--- config.mk ---
export PLATFORM = sky130hd
export DESIGN_NAME = sdc_data_receiver
export DESIGN_NICKNAME = d
export VERILOG_FILES = /design/src/rtl/sdc_data_receiver.sv
export SDC_FILE = /design/constraint.sdc
export NUM_CORES = 1
export LEC_CHECK = 0
export CAP_MARGIN = 10
export CORE_MARGIN = 1.5
export CORE_UTILIZATION = 35
export CTS_CLUSTER_DIAMETER = 30
export DETAILED_ROUTE_END_ITERATION = 8
export GPL_TIMING_DRIVEN = 0
export SYNTH_ARGS = -nofsm -noshare
export SYNTH_HDL_FRONTEND = slang
export SYNTH_SLANG_ARGS = --single-unit
--- constraint.sdc ---
create_clock -name clk -period 4.45 [get_ports clk]
set_clock_uncertainty 0.15 [all_clocks]
set_input_delay 1.1125 -clock clk [delete_from_list [all_inputs] [get_ports clk]]
set_output_delay 1.1125 -clock clk [all_outputs]
set_load 0.02 [all_outputs]
--- src/rtl/sdc_data_receiver.sv ---
// SD read-path data-block receiver: start-bit search, 1/4-bit deserialisation, per-line CRC16 and end-bit check.
// Bytes stream out 1 cycle after their last bit is sampled; there is no backpressure, and done pulses once per finished block.
module sdc_data_receiver #(
  parameter int LEN_W     = 12,
  parameter int TIMEOUT_W = 24
) (
  input  logic                 clk,
  input  logic                 rst,
  input  logic                 start,
  input  logic                 abort,
  input  logic                 wideBus,
  input  logic [LEN_W-1:0]     blockLen,
  input  logic [TIMEOUT_W-1:0] timeout,
  input  logic [3:0]           sdDat,
  output logic [7:0]           out_data,
  output logic                 out_valid,
  output logic                 out_last,
  output logic                 busy,
  output logic                 done,
  output logic                 crcErr,
  output logic                 frameErr,
  output logic                 timeoutErr
);

  typedef enum logic [2:0] {IDLE, WAIT_START, RX_DATA, RX_CRC, RX_END, DONE} state_t;

  state_t                state;
  logic                  wide;
  logic [LEN_W:0]        total;
  logic [LEN_W:0]        byte_cnt;
  logic [LEN_W:0]        byte_cnt_nxt;
  logic [TIMEOUT_W-1:0]  wait_cnt;
  logic [TIMEOUT_W-1:0]  wait_cnt_nxt;
  logic [2:0]            bit_cnt;
  logic [3:0]            crc_cnt;
  logic [7:0]            shreg;
  logic [7:0]            byte_next;
  logic [3:0][15:0]      crc;
  logic [3:0][15:0]      rx_crc;
  logic [3:0]            act;
  logic                  byte_end;
  logic                  start_bit;
  logic                  end_bad;
  logic                  crc_bad;

  function automatic logic [15:0] crc16_step(input logic [15:0] c, input logic b);
    crc16_step = {c[14:0], 1'b0} ^ (((b ^ c[15]) == 1'b1) ? 16'h1021 : 16'h0000);
  endfunction

  assign act          = wide ? 4'hF : 4'h1;
  assign byte_next    = wide ? {shreg[3:0], sdDat} : {shreg[6:0], sdDat[0]};
  assign byte_end     = wide ? bit_cnt[0] : (bit_cnt == 3'd7);
  assign start_bit    = wide ? (sdDat == 4'h0) : ~sdDat[0];
  assign end_bad      = |(act & ~sdDat);
  assign byte_cnt_nxt = byte_cnt + 1'b1;
  assign wait_cnt_nxt = wait_cnt + 1'b1;

  always_comb begin
    crc_bad = 1'b0;
    for (int i = 0; i < 4; i++) begin
      if (act[i] && (crc[i] != rx_crc[i])) crc_bad = 1'b1;
    end
  end

  always_ff @(posedge clk) begin
    if (rst) begin
      state      <= IDLE;
      wide       <= 1'b0;
      total      <= '0;
      byte_cnt   <= '0;
      wait_cnt   <= '0;
      bit_cnt    <= '0;
      crc_cnt    <= '0;
      shreg      <= '0;
      crc        <= '0;
      rx_crc     <= '0;
      out_data   <= '0;
      out_valid  <= 1'b0;
      out_last   <= 1'b0;
      busy       <= 1'b0;
      done       <= 1'b0;
      crcErr     <= 1'b0;
      frameErr   <= 1'b0;
      timeoutErr <= 1'b0;
    end else begin
      out_valid <= 1'b0;
      out_last  <= 1'b0;
      done      <= 1'b0;
      // abort outranks every event that could complete in the same cycle
      if (abort && (state != IDLE)) begin
        state      <= IDLE;
        busy       <= 1'b0;
        crcErr     <= 1'b0;
        frameErr   <= 1'b0;
        timeoutErr <= 1'b0;
      end else begin
        case (state)
          IDLE: begin
            if (start) begin
              wide       <= wideBus;
              total      <= (blockLen == '0) ? {1'b1, {LEN_W{1'b0}}} : {1'b0, blockLen};
              wait_cnt   <= '0;
              byte_cnt   <= '0;
              bit_cnt    <= '0;
              crc_cnt    <= '0;
              crc        <= '0;
              rx_crc     <= '0;
              crcErr     <= 1'b0;
              frameErr   <= 1'b0;
              timeoutErr <= 1'b0;
              busy       <= 1'b1;
              state      <= WAIT_START;
            end
          end
          WAIT_START: begin
            if (start_bit) begin
              state <= RX_DATA;
            end else begin
              wait_cnt <= wait_cnt_nxt;
              if ((timeout != '0) && (wait_cnt_nxt == timeout)) begin
                timeoutErr <= 1'b1;
                done       <= 1'b1;
                state      <= DONE;
              end
            end
          end
          RX_DATA: begin
            shreg   <= byte_next;
            bit_cnt <= bit_cnt + 1'b1;
            for (int i = 0; i < 4; i++) crc[i] <= crc16_step(crc[i], sdDat[i]);
            if (byte_end) begin
              bit_cnt   <= '0;
              out_data  <= byte_next;
              out_valid <= 1'b1;
              byte_cnt  <= byte_cnt_nxt;
              out_last  <= (byte_cnt_nxt == total);
              if (byte_cnt_nxt == total) state <= RX_CRC;
            end
          end
          RX_CRC: begin
            for (int i = 0; i < 4; i++) rx_crc[i] <= {rx_crc[i][14:0], sdDat[i]};
            crc_cnt <= crc_cnt + 1'b1;
            if (crc_cnt == 4'd15) state <= RX_END;
          end
          RX_END: begin
            frameErr <= end_bad;
            crcErr   <= crc_bad;
            done     <= 1'b1;
            state    <= DONE;
          end
          DONE: begin
            busy  <= 1'b0;
            state <= IDLE;
          end
          default: state <= IDLE;
        endcase
      end
    end
  end

endmodule

==> results.sh, run 1 <==
export IMPL_status="finished, final reports clean"
export IMPL_diodes=0
export IMPL_ys_ff_latch=211
export IMPL_rsz0062_at_grt="false"
export IMPL_routabilityCongestion=0.859
export IMPL_fmax_mhz=250
export IMPL_setup_ws_ps=457
export IMPL_n_fill_cell=2863
export IMPL_tightestPinTransition_ps=1100
export IMPL_wl_per_cell_um=16.4
export IMPL_clkLatencyLatePin_ps=560
export IMPL_power_total_mw=6.82
export IMPL_cts_root_buf="clkbuf_16"
export IMPL_syn_num_nets=1367
export IMPL_cts_sinks=211
export IMPL_post_place_ws_ps=-38.1
export IMPL_drcViolationCount=0
export IMPL_period_needed_ps=3990
export IMPL_setup_viol=0
export IMPL_die_w_um=175
export IMPL_crit_required_ps=4750
export IMPL_cap_violations=0
export IMPL_routed_wirelength_um=30500
export IMPL_synth_edf_count=0
export IMPL_start_kind="input pin"
export IMPL_ir_drop_mv=0.327
export IMPL_grt_start_max_net_pins=16
export IMPL_synth_xor_area_share_pct=10.4
export IMPL_cts_clk_slew_worst_paths_ps=40
export IMPL_yosys_area_share_simple_pct=26.4
export IMPL_power_density_nw_per_um2=515
export IMPL_port_buffers=57
export IMPL_hold_depth=2
export IMPL_syn2layout_area_growth_pct=28.5
export IMPL_r2r_start="byte_cnt[0]$_SDFFE_PP0P_"
export IMPL_ys_types=57
export IMPL_holdCritPathClass="flip-flop to flip-flop"
export IMPL_dr_pass1_iters=7
export IMPL_post_route_util_pct=45.9
export IMPL_slew_headroom_pct=25.0
export IMPL_ys_top_cells_by_area="dfxtp_1, a21oi_1, nand3_1"
export IMPL_first_iter_violations=739
export IMPL_drive_gt1_share_pct=7.48
export IMPL_die_y_um=175
export IMPL_fin_cells=1855
export IMPL_crit_path_end_kind="flip-flop"
export IMPL_worstHoldEndpoint="busy$_SDFFE_PP0P_"
export IMPL_async_reset_ff_share_pct=0
export IMPL_synth_avg_cell_area_um2=7.82
export IMPL_cts_resized_gates=0
export IMPL_grt_pass1_vias=9407
export IMPL_clk_path_buf_depth=3
export IMPL_vias_per_cell=5.39
export IMPL_crit_fanout=10
export IMPL_ys_warn_count=0
export IMPL_timing_rr_end="state[0]$_SDFFE_PP0P_"
export IMPL_fp_coreArea_um2=28900
export IMPL_cts_setup_buffers=0
export IMPL_grt_pass1_wl_um=49300
export IMPL_nets=1478
export IMPL_post_route_period_util_pct=89.7
export IMPL_cts_tree="yes"
export IMPL_regArea_um2=4220
export IMPL_synth_top_family_by_area="simple AND/OR/NAND/NOR gates"
export IMPL_grt_overflow_total=0
export IMPL_synthCells=1317
export IMPL_rrSetupSlack_ps=830
export IMPL_h_tree_depth=2
export IMPL_rows=62
export IMPL_vias=9997
export IMPL_multi_input_area_um2=5650
export IMPL_hpwl_um=21500
export IMPL_yosys_area_top_type_share_pct=41.0
export IMPL_ios=60
export IMPL_antenna_found_initial=0
export IMPL_dp_cells=1758
export IMPL_worst_r2r_path_depth=9
export IMPL_synthAdderAreaFrac_pct=0.607
export IMPL_die_area_um2=30500
export IMPL_yosysTopAreaCell="dfxtp_1"
export IMPL_start_util_pct=35.7
export IMPL_hold_buffers=0
export IMPL_cts_buffers_inserted=52
export IMPL_crit_type="input pin to flip-flop"
export IMPL_drv_slew=0
export IMPL_hold_violations=0
export IMPL_cp_arrival_ps=4290
export IMPL_p_leak_nw=4.73
export IMPL_ant_nets=0
export IMPL_synthMuxAreaShare_pct=0.984
export IMPL_ys_flop_type="dfxtp_1"
export IMPL_grt_use_total_pct=19.8
export IMPL_ys_seq_area_share_pct=41.0
export IMPL_synth_compound_area_share_pct=16.5
export IMPL_synth_area_um2=10300
export IMPL_min_from="busy$_SDFFE_PP0P_"
flip-flops by register name (all words and copies together), names as in the netlist:
signal	count
crc_cnt	4
out_data	8
crc	64
wide	1
bit_cnt	3
done	1
state	3
total	13
frameErr	1
shreg	7
byte_cnt	13
busy	1
timeoutErr	1
out_last	1
rx_crc	64
wait_cnt	24
out_valid	1
crcErr	1
placed cells by master, fill, tap and decap left out, drive strengths merged, types with 3 or more instances in the layout:
master	instances
nor2	68
o211ai	6
nand2b	5
a31oi	10
a21oi	202
a21o	4
bufinv	9
mux2i	9
clkdlybuf4s50	57
or4	3
nor3	17
dfxtp	211
and4	4
a311oi	5
nand2	191
nand4b	4
xor2	83
nor3b	3
clkinvlp	3
nand3	151
clkinv	12
o21ai	41
nand4	29
inv	11
and2	8
nor2b	6
o21a	3
nand3b	10
clkbuf	145
or3	14
o22ai	3
nor4	29
ha	5
xnor2	39
and3	10
a211oi	19
buf	24
power by group:
| part | internal [mW] | switching [mW] | total, mW |
|---|---|---|---|
| registers | 1.94 | 0.0346 | 1.97 |
| logic | 0.216 | 0.617 | 0.833 |
| clock network | 2.81 | 1.20 | 4.01 |
| total | 4.97 | 1.85 | 6.82 |
through the flow:
step	hold slack (ps)	area [um2]	setup TNS, ps
3_5_place_dp	302	11400	-74.9
3_3_place_gp	294	11400	-466
2_1_floorplan	286	10300	0
4_1_cts	307	13200	0
5_1_grt	323	13200	0
6_report	308	13200	0
cell type report:
| type | count | area share (%) |
|---|---|---|
| plain buffers | 101 | 3.03 |
| clock buffers | 68 | 11.0 |
| clock inverters | 29 | 3.30 |
| inverters | 6 | 0.170 |
| multi-input cells | 999 | 42.7 |
| flip-flops and latches | 211 | 31.9 |
| well taps | 384 | 3.63 |
| repair buffers | 57 | 4.31 |
critical path: stages:
cell	delay [ps]
clkdlybuf4s50_1	650
or3_1	450
a21oi_1	310
nor2b_1	110
nand2b_1	90
clkbuf_1	420
clkbuf_1	490
nand2_1	320
a311oi_1	340
metal layers:
| layer | routed length, um | GRT usage, % |
|---|---|---|
| met1 | 14100 | 26.3 |
| met5 | 0 | 0 |
| met4 | 829 | 6.77 |
| met3 | 1520 | 3.35 |
| met2 | 14000 | 32.5 |
how the worst max path moves through the flow:
stage | endpoint | cells after the start | slack [ps] | start
finish | wait_cnt[10]$_SDFFE_PP0P_ | 9 | 460 | sdDat[2]
global route | wait_cnt[10]$_SDFFE_PP0P_ | 9 | 220 | sdDat[2]
CTS | wait_cnt[10]$_SDFFE_PP0P_ | 9 | 530 | sdDat[2]
detailed placement | wait_cnt[20]$_SDFFE_PP0P_ | 9 | -40 | sdDat[2]
global placement | wait_cnt[10]$_SDFFE_PP0P_ | 9 | -110 | sdDat[2]
floorplan | state[2]$_SDFFE_PP0P_ | 8 | 1190 | timeout[2]
Yosys cell counts (19+ instances only):
library cell    n
dfxtp_1       211
a21oi_1       202
nand2_1       191
nand3_1       151
xor2_1         83
clkbuf_1       77
nor2_1         67
o21ai_0        41
xnor2_1        39
nand4_1        27
nor4_1         27
a211oi_1       19
cell families after synthesis:
logic type | Yosys count
xor gates and xnor gates | 122
buffers and inverters | 107
and+or+nand+nor | 555
DFF | 211
muxes | 10
AOI/OAI and AO/OA | 307
adders and majority gates | 5
Power figures use the tool's default switching activity.
==> run 2: changes to the inputs <==
--- a/config.mk
+++ b/config.mk
@@ -5,7 +5,7 @@
 export SDC_FILE = /design/constraint.sdc
 export NUM_CORES = 1
 export LEC_CHECK = 0
-export CAP_MARGIN = 10
+export ABC_AREA = 1
 export CORE_MARGIN = 1.5
 export CORE_UTILIZATION = 35
 export CTS_CLUSTER_DIAMETER = 30
==> constraint.sdc (replaced) <==
create_clock -name clk -period 3.35 [get_ports clk]
set_clock_uncertainty 0.15 [all_clocks]
set_input_delay 0.8375 -clock clk [delete_from_list [all_inputs] [get_ports clk]]
set_output_delay 0.8375 -clock clk [all_outputs]
set_load 0.02 [all_outputs]
==> run 2 against run 1 <==
Sequential share of layout area is 0.75 points lower. Clock power is 27% higher. Setup slack lost 45 ps. Flip-flop and latch count is the same. Global-route usage shrank 0.13 points. Synthesized cell count up 18%. Design area rose by 2.4%. Routed wire length rose by 1.3%. Cell count increased by 13%. Critical path type unchanged. Largest cell class unchanged.
==> results.sh, run 2 <==
export IMPL_ys_flop_type="dfxtp_1"
export IMPL_post_place_ws_ps=-107
export IMPL_port_buffers=59
export IMPL_path_delay_family="buffers and inverters"
export IMPL_pwr_share_clk_pct=46.0
export IMPL_cp_slowest_stage_delay_ps=730
export IMPL_ios=60
export IMPL_ys_types=41
export IMPL_hold_buffers=0
export IMPL_h_tree_depth=2
export IMPL_clk_path_buf_depth=3
export IMPL_status="finished, final reports clean"
export IMPL_clkLatencyLatePin_ps=570
export IMPL_period_needed_ps=2940
export IMPL_tightestPinTransition_ps=893
export IMPL_grt_overflow_total=0
export IMPL_routabilityCongestion=0.897
export IMPL_synthCells=1550
export IMPL_cts_root_buf="clkbuf_16"
export IMPL_cts_buffers_inserted=56
export IMPL_comb_power_share_pct=25.6
export IMPL_setup_ws_ps=412
export IMPL_reg_top3="crc (64), rx_crc (64), wait_cnt (24)"
export IMPL_vias=10542
export IMPL_die_y_um=177
export IMPL_first_iter_violations=664
export IMPL_crit_buf_inv=2
export IMPL_stdcell_area_um2=13600
export IMPL_synth_edf_count=0
export IMPL_crit_required_ps=3690
export IMPL_ys_seq_area_share_pct=39.7
export IMPL_slew_headroom_pct=40.4
export IMPL_power_density_nw_per_um2=820
export IMPL_nets=1717
export IMPL_yosys_area_top_type_share_pct=39.7
export IMPL_power_internal_mw=7.23
export IMPL_wl_per_cell_um=14.7
export IMPL_hpwl_um=22000
export IMPL_crit_fanout=10
export IMPL_ys_ff_latch=211
export IMPL_routed_wirelength_um=30900
export IMPL_layout_common_cells="nand2_1, dfxtp_1, a21oi_1"
export IMPL_diodes=0
export IMPL_power_switching_mw=3.89
export IMPL_setup_viol=0
export IMPL_drcViolationCount=0
export IMPL_grt_pass1_vias=9986
export IMPL_busiest_layer="met2"
export IMPL_fp_coreArea_um2=29800
export IMPL_cts_setup_buffers=0
export IMPL_start_kind="input pin"
export IMPL_dr_pass1_iters=5
export IMPL_crit_path_end_kind="flip-flop"
export IMPL_met2_usage_pct=33.1
export IMPL_rsz0062_at_grt="false"
export IMPL_grt_start_max_net_pins=17
export IMPL_final_setup_tns_ps=0
export IMPL_syn_num_nets=1600
export IMPL_crit_type="input pin to flip-flop"
export IMPL_start_util_pct=35.7
export IMPL_die_area_um2=31400
export IMPL_vias_per_cell=5.02
export IMPL_grt_pass1_wl_um=50000
export IMPL_die_w_um=177
export IMPL_grt_use_total_pct=19.7
export IMPL_ys_warn_count=0
export IMPL_place_area_um2=11700
export IMPL_drv_slew=0
export IMPL_cap_violations=0
export IMPL_synth_common_cells="nand2_1, dfxtp_1, a21oi_1"
export IMPL_crit_chain="clkdlybuf4s50_1 > nor2_1 > nand2_1 > nand2_1 > nand3_1 > nand2_1 > nor2_1 > clkbuf_1 > nand3_1 > a21oi_1"
export IMPL_critical_path_slowest_cell="clkdlybuf4s50_1"
export IMPL_grt_use_met1_pct=25.7
export IMPL_synth_area_um2=10600
export IMPL_synth_most_common_cell="nand2_1"
export IMPL_ir_drop_mv=0.450
export IMPL_crit_top_cell="nand2_1"
export IMPL_yosysTopAreaCell="dfxtp_1"
export IMPL_ys_top_cells_by_area="dfxtp_1, nand2_1, a21oi_1"
export IMPL_post_route_period_util_pct=87.7
export IMPL_cts_tree="yes"
export IMPL_ant_nets=0
export IMPL_cts_resized_gates=0
export IMPL_drive_gt1_share_pct=8.54
export IMPL_p_leak_nw=5.28
export IMPL_rows=63
export IMPL_holdCritPathClass="flip-flop to flip-flop"
export IMPL_grt_use_met3_pct=3.37
export IMPL_cts_clk_slew_worst_paths_ps=50
export IMPL_antenna_found_initial=0
export IMPL_hold_violations=0
export IMPL_seq_power_share_pct=28.5
export IMPL_syn2layout_area_growth_pct=27.6
export IMPL_layout_commonest_cell="nand2_1"
export IMPL_fmax_mhz=340
export IMPL_cts_sinks=211
export IMPL_async_reset_ff_share_pct=0
export IMPL_synth_avg_cell_area_um2=6.86
export IMPL_p_sw_share_pct=35.0
export IMPL_cp_arrival_ps=3280
## run 2: cell count changes after synthesis, moves of 14 or more
cell | before | now
nand2_1 | 191 | 372
inv_1 | 6 | 97
nor2_1 | 67 | 150
o21ai_0 | 41 | 84
xor2_1 | 83 | 43
nor4_1 | 27 | 10
or3_1 | 14 | 0
## run 2: power groups by stage
stage	logic, mW	clock network, mW	registers, mW
after detailed placement	2.81	0	3.20
final	2.85	5.11	3.17
after floorplan	1.99	0	3.13
after global routing	3.17	5.34	3.21
after global placement	2.80	0	3.19
after CTS	2.84	5.20	3.16
## run 2: cell type report
cell class / instances / area (um2)
repair buffers: 59 / 591
multi-input cells: 1159 / 5720
well taps: 390 / 488
clock inverters: 28 / 307
flip-flops and latches: 211 / 4220
inverters: 104 / 390
clock buffers: 73 / 1550
plain buffers: 76 / 295
fillers: 3008 / 16200
## run 2: path summary, 6_finish.rpt
check	from	end	slack [ps]	cells past startpoint
setup / recovery	sdDat[2]	wait_cnt[13]$_SDFFE_PP0P_	410	10
hold / removal	shreg[4]$_SDFFE_PP0P_	shreg[4]$_SDFFE_PP0P_	300	2
setup reg to reg	state[1]$_SDFFE_PP0P_	crc[37]$_SDFFE_PP0P_	480	9
hold reg to reg	shreg[4]$_SDFFE_PP0P_	shreg[4]$_SDFFE_PP0P_	300	2
## run 2: layer usage
metal  vias up  routed length (um)
li1       5381                   -
met1      4858               14400
met2       243               14300
met3        60                1500
met4         0                 643
met5         -                   0
## run 2: cell families (layout without fill, tap and decap cells)
| kind of cell | after synthesis | count (layout) | synth area share (%) |
|---|---|---|---|
| AO/OA/AOI/OAI | 307 | 307 | 14.9 |
| XOR/XNOR | 70 | 70 | 5.77 |
| adder cells (fa/ha/maj) | 5 | 5 | 0.589 |
| buffers and inverters | 180 | 340 | 6.45 |
| flip-flops | 211 | 211 | 39.7 |
| multiplexers | 1 | 1 | 0.0942 |
| AND/OR/NAND/NOR | 776 | 776 | 32.5 |
## run 2: through the flow
stage	total power [mW]	hold WS, ps	instances	util [%]
detailed placement	6.02	295	1999	39.3
global placement	5.99	291	1999	39.3
CTS	11.2	301	2100	45.5
finish	11.1	297	2100	45.5
floorplan	5.13	274	1550	-
global route	11.7	317	2100	45.5
## run 2: worst min-delay path: stages (launching register included)
cell and delay (ps):
dfxtp_1 290, inv_1 50, a21oi_1 50
==> run 3: changes to the inputs <==
--- a/config.mk
+++ b/config.mk
@@ -6,11 +6,13 @@
 export NUM_CORES = 1
 export LEC_CHECK = 0
 export ABC_AREA = 1
+export CAP_MARGIN = 30
 export CORE_MARGIN = 1.5
 export CORE_UTILIZATION = 35
 export CTS_CLUSTER_DIAMETER = 30
 export DETAILED_ROUTE_END_ITERATION = 8
 export GPL_TIMING_DRIVEN = 0
+export PLACE_DENSITY = 0.55
 export SYNTH_ARGS = -nofsm -noshare
 export SYNTH_HDL_FRONTEND = slang
 export SYNTH_SLANG_ARGS = --single-unit
==> run 3 against run 2 <==
First-iteration DRC count rose by 3.9%. Design area rose by 0.68%. Combinational power barely moved. Core utilization rose by 0.31 points. Sequential power barely moved. Register-to-register slack barely moved. Power rose by 3.6%. Critical path depth fell by 2. Cell count fell by 0.14%. Flip-flop and latch count did not move. Non-clock buffer count did not move. Largest power group unchanged.
==> results.sh, run 3 (synthesis results as in run 2) <==
export IMPL_status="finished, final reports clean"
export IMPL_clkLatencyLatePin_ps=550
export IMPL_place_area_um2=11700
export IMPL_first_iter_violations=690
export IMPL_clk_path_buf_depth=3
export IMPL_crit_fanout=10
export IMPL_routabilityCongestion=0.874
export IMPL_n_fill_cell=3027
export IMPL_vias=10468
export IMPL_fmax_mhz=333
export IMPL_diodes=0
export IMPL_reg_top3="crc (64), rx_crc (64), wait_cnt (24)"
export IMPL_h_tree_depth=2
export IMPL_seq_power_share_pct=27.5
export IMPL_grt_use_total_pct=19.9
export IMPL_power_internal_mw=7.72
export IMPL_layout_commonest_cell="nand2_1"
export IMPL_hold_violations=0
export IMPL_regArea_um2=4220
export IMPL_cts_root_buf="clkbuf_16"
export IMPL_crit_type="input pin to flip-flop"
export IMPL_wl_per_cell_um=14.8
export IMPL_layout_common_cells="nand2_1, dfxtp_1, a21oi_1"
export IMPL_die_y_um=177
export IMPL_p_leak_nw=5.35
export IMPL_ant_nets=0
export IMPL_power_density_nw_per_um2=844
export IMPL_die_area_um2=31400
export IMPL_hold_buffers=0
export IMPL_grt_pass1_vias=9903
export IMPL_stdcell_area_um2=13700
export IMPL_ir_drop_mv=0.425
export IMPL_routed_wirelength_um=31100
export IMPL_die_w_um=177
export IMPL_drive_gt1_share_pct=8.61
export IMPL_antenna_found_initial=0
export IMPL_drcViolationCount=0
export IMPL_p_sw_share_pct=33.0
export IMPL_drv_slew=0
export IMPL_power_switching_mw=3.81
export IMPL_grt_pass1_wl_um=49900
export IMPL_cts_tree="yes"
export IMPL_post_route_period_util_pct=89.8
export IMPL_ios=60
export IMPL_pwr_share_clk_pct=47.8
export IMPL_port_buffers=59
export IMPL_grt_overflow_total=0
export IMPL_period_needed_ps=3010
export IMPL_cp_arrival_ps=3260
export IMPL_cts_sinks=211
export IMPL_hpwl_um=22300
export IMPL_crit_path_end_kind="flip-flop"
export IMPL_fp_coreArea_um2=29800
export IMPL_grt_start_max_net_pins=14
export IMPL_holdCritPathClass="flip-flop to flip-flop"
export IMPL_cts_setup_buffers=0
export IMPL_crit_required_ps=3600
export IMPL_rsz0062_at_grt="false"
export IMPL_cts_resized_gates=0
export IMPL_syn2layout_area_growth_pct=28.4
export IMPL_setup_ws_ps=343
export IMPL_dr_pass1_iters=7
export IMPL_start_util_pct=35.7
export IMPL_final_setup_tns_ps=0
export IMPL_start_kind="input pin"
export IMPL_whs_ps=297
export IMPL_post_place_ws_ps=-155
export IMPL_comb_power_share_pct=24.7
export IMPL_vias_per_cell=4.99
export IMPL_nets=1714
export IMPL_multi_input_area_um2=5720
export IMPL_slew_headroom_pct=42.7
export IMPL_cts_clk_slew_worst_paths_ps=40
export IMPL_rows=63
export IMPL_cap_violations=0
export IMPL_setup_viol=0
export IMPL_cts_buffers_inserted=53
export IMPL_tightestPinTransition_ps=856
-- run 3: cell type report --
type                    instances  area share [%]
clock inverters                31            3.32
repair buffers                 59            4.33
inverters                     104            2.86
clock buffers                  67            10.9
flip-flops and latches        211            30.9
plain buffers                  76            2.16
well taps                     390            3.57
multi-input cells            1159            41.9
-- run 3: power groups by stage --
stage               clock network, mW  registers [mW]  logic [mW]
floorplan                           0            3.13        1.99
global placement                    0            3.20        2.83
detailed placement                  0            3.21        2.84
CTS                              5.59            3.16        2.86
global route                     5.73            3.21        3.21
finish                           5.51            3.17        2.85
-- run 3: path summary, 6_finish.rpt --
kind                         startpoint                    end  slack (ps)  cells after the start
hold / removal    shreg[4]$_SDFFE_PP0P_  shreg[4]$_SDFFE_PP0P_         300                      2
setup reg to reg  state[1]$_SDFFE_PP0P_   crc[60]$_SDFFE_PP0P_         470                      9
hold reg to reg   shreg[4]$_SDFFE_PP0P_  shreg[4]$_SDFFE_PP0P_         300                      2
setup / recovery                  start   crc[60]$_SDFFE_PP0P_         340                      8
-- run 3: per-stage QoR --
stage	utilization, %	std cells	total power [mW]
2_1_floorplan	-	1550	5.13
3_3_place_gp	39.3	1999	6.03
3_5_place_dp	39.3	1999	6.04
4_1_cts	45.8	2097	11.6
5_1_grt	45.8	2097	12.1
6_report	45.8	2097	11.5
-- run 3: layer usage --
layer / routed length (um) / track usage (%)
met3: 1380 / 3.46
met1: 14700 / 25.9
met4: 557 / 6.09
met2: 14400 / 33.4
met5: 0 / 0
-- run 3: worst max-delay path, cell delays in order --
cell             delay [ps]
clkdlybuf4s50_1         460
nand2_1                 300
inv_1                   100
nor2_1                  670
inv_2                   260
clkbuf_1                320
o21ai_0                 240
a21oi_1                  60
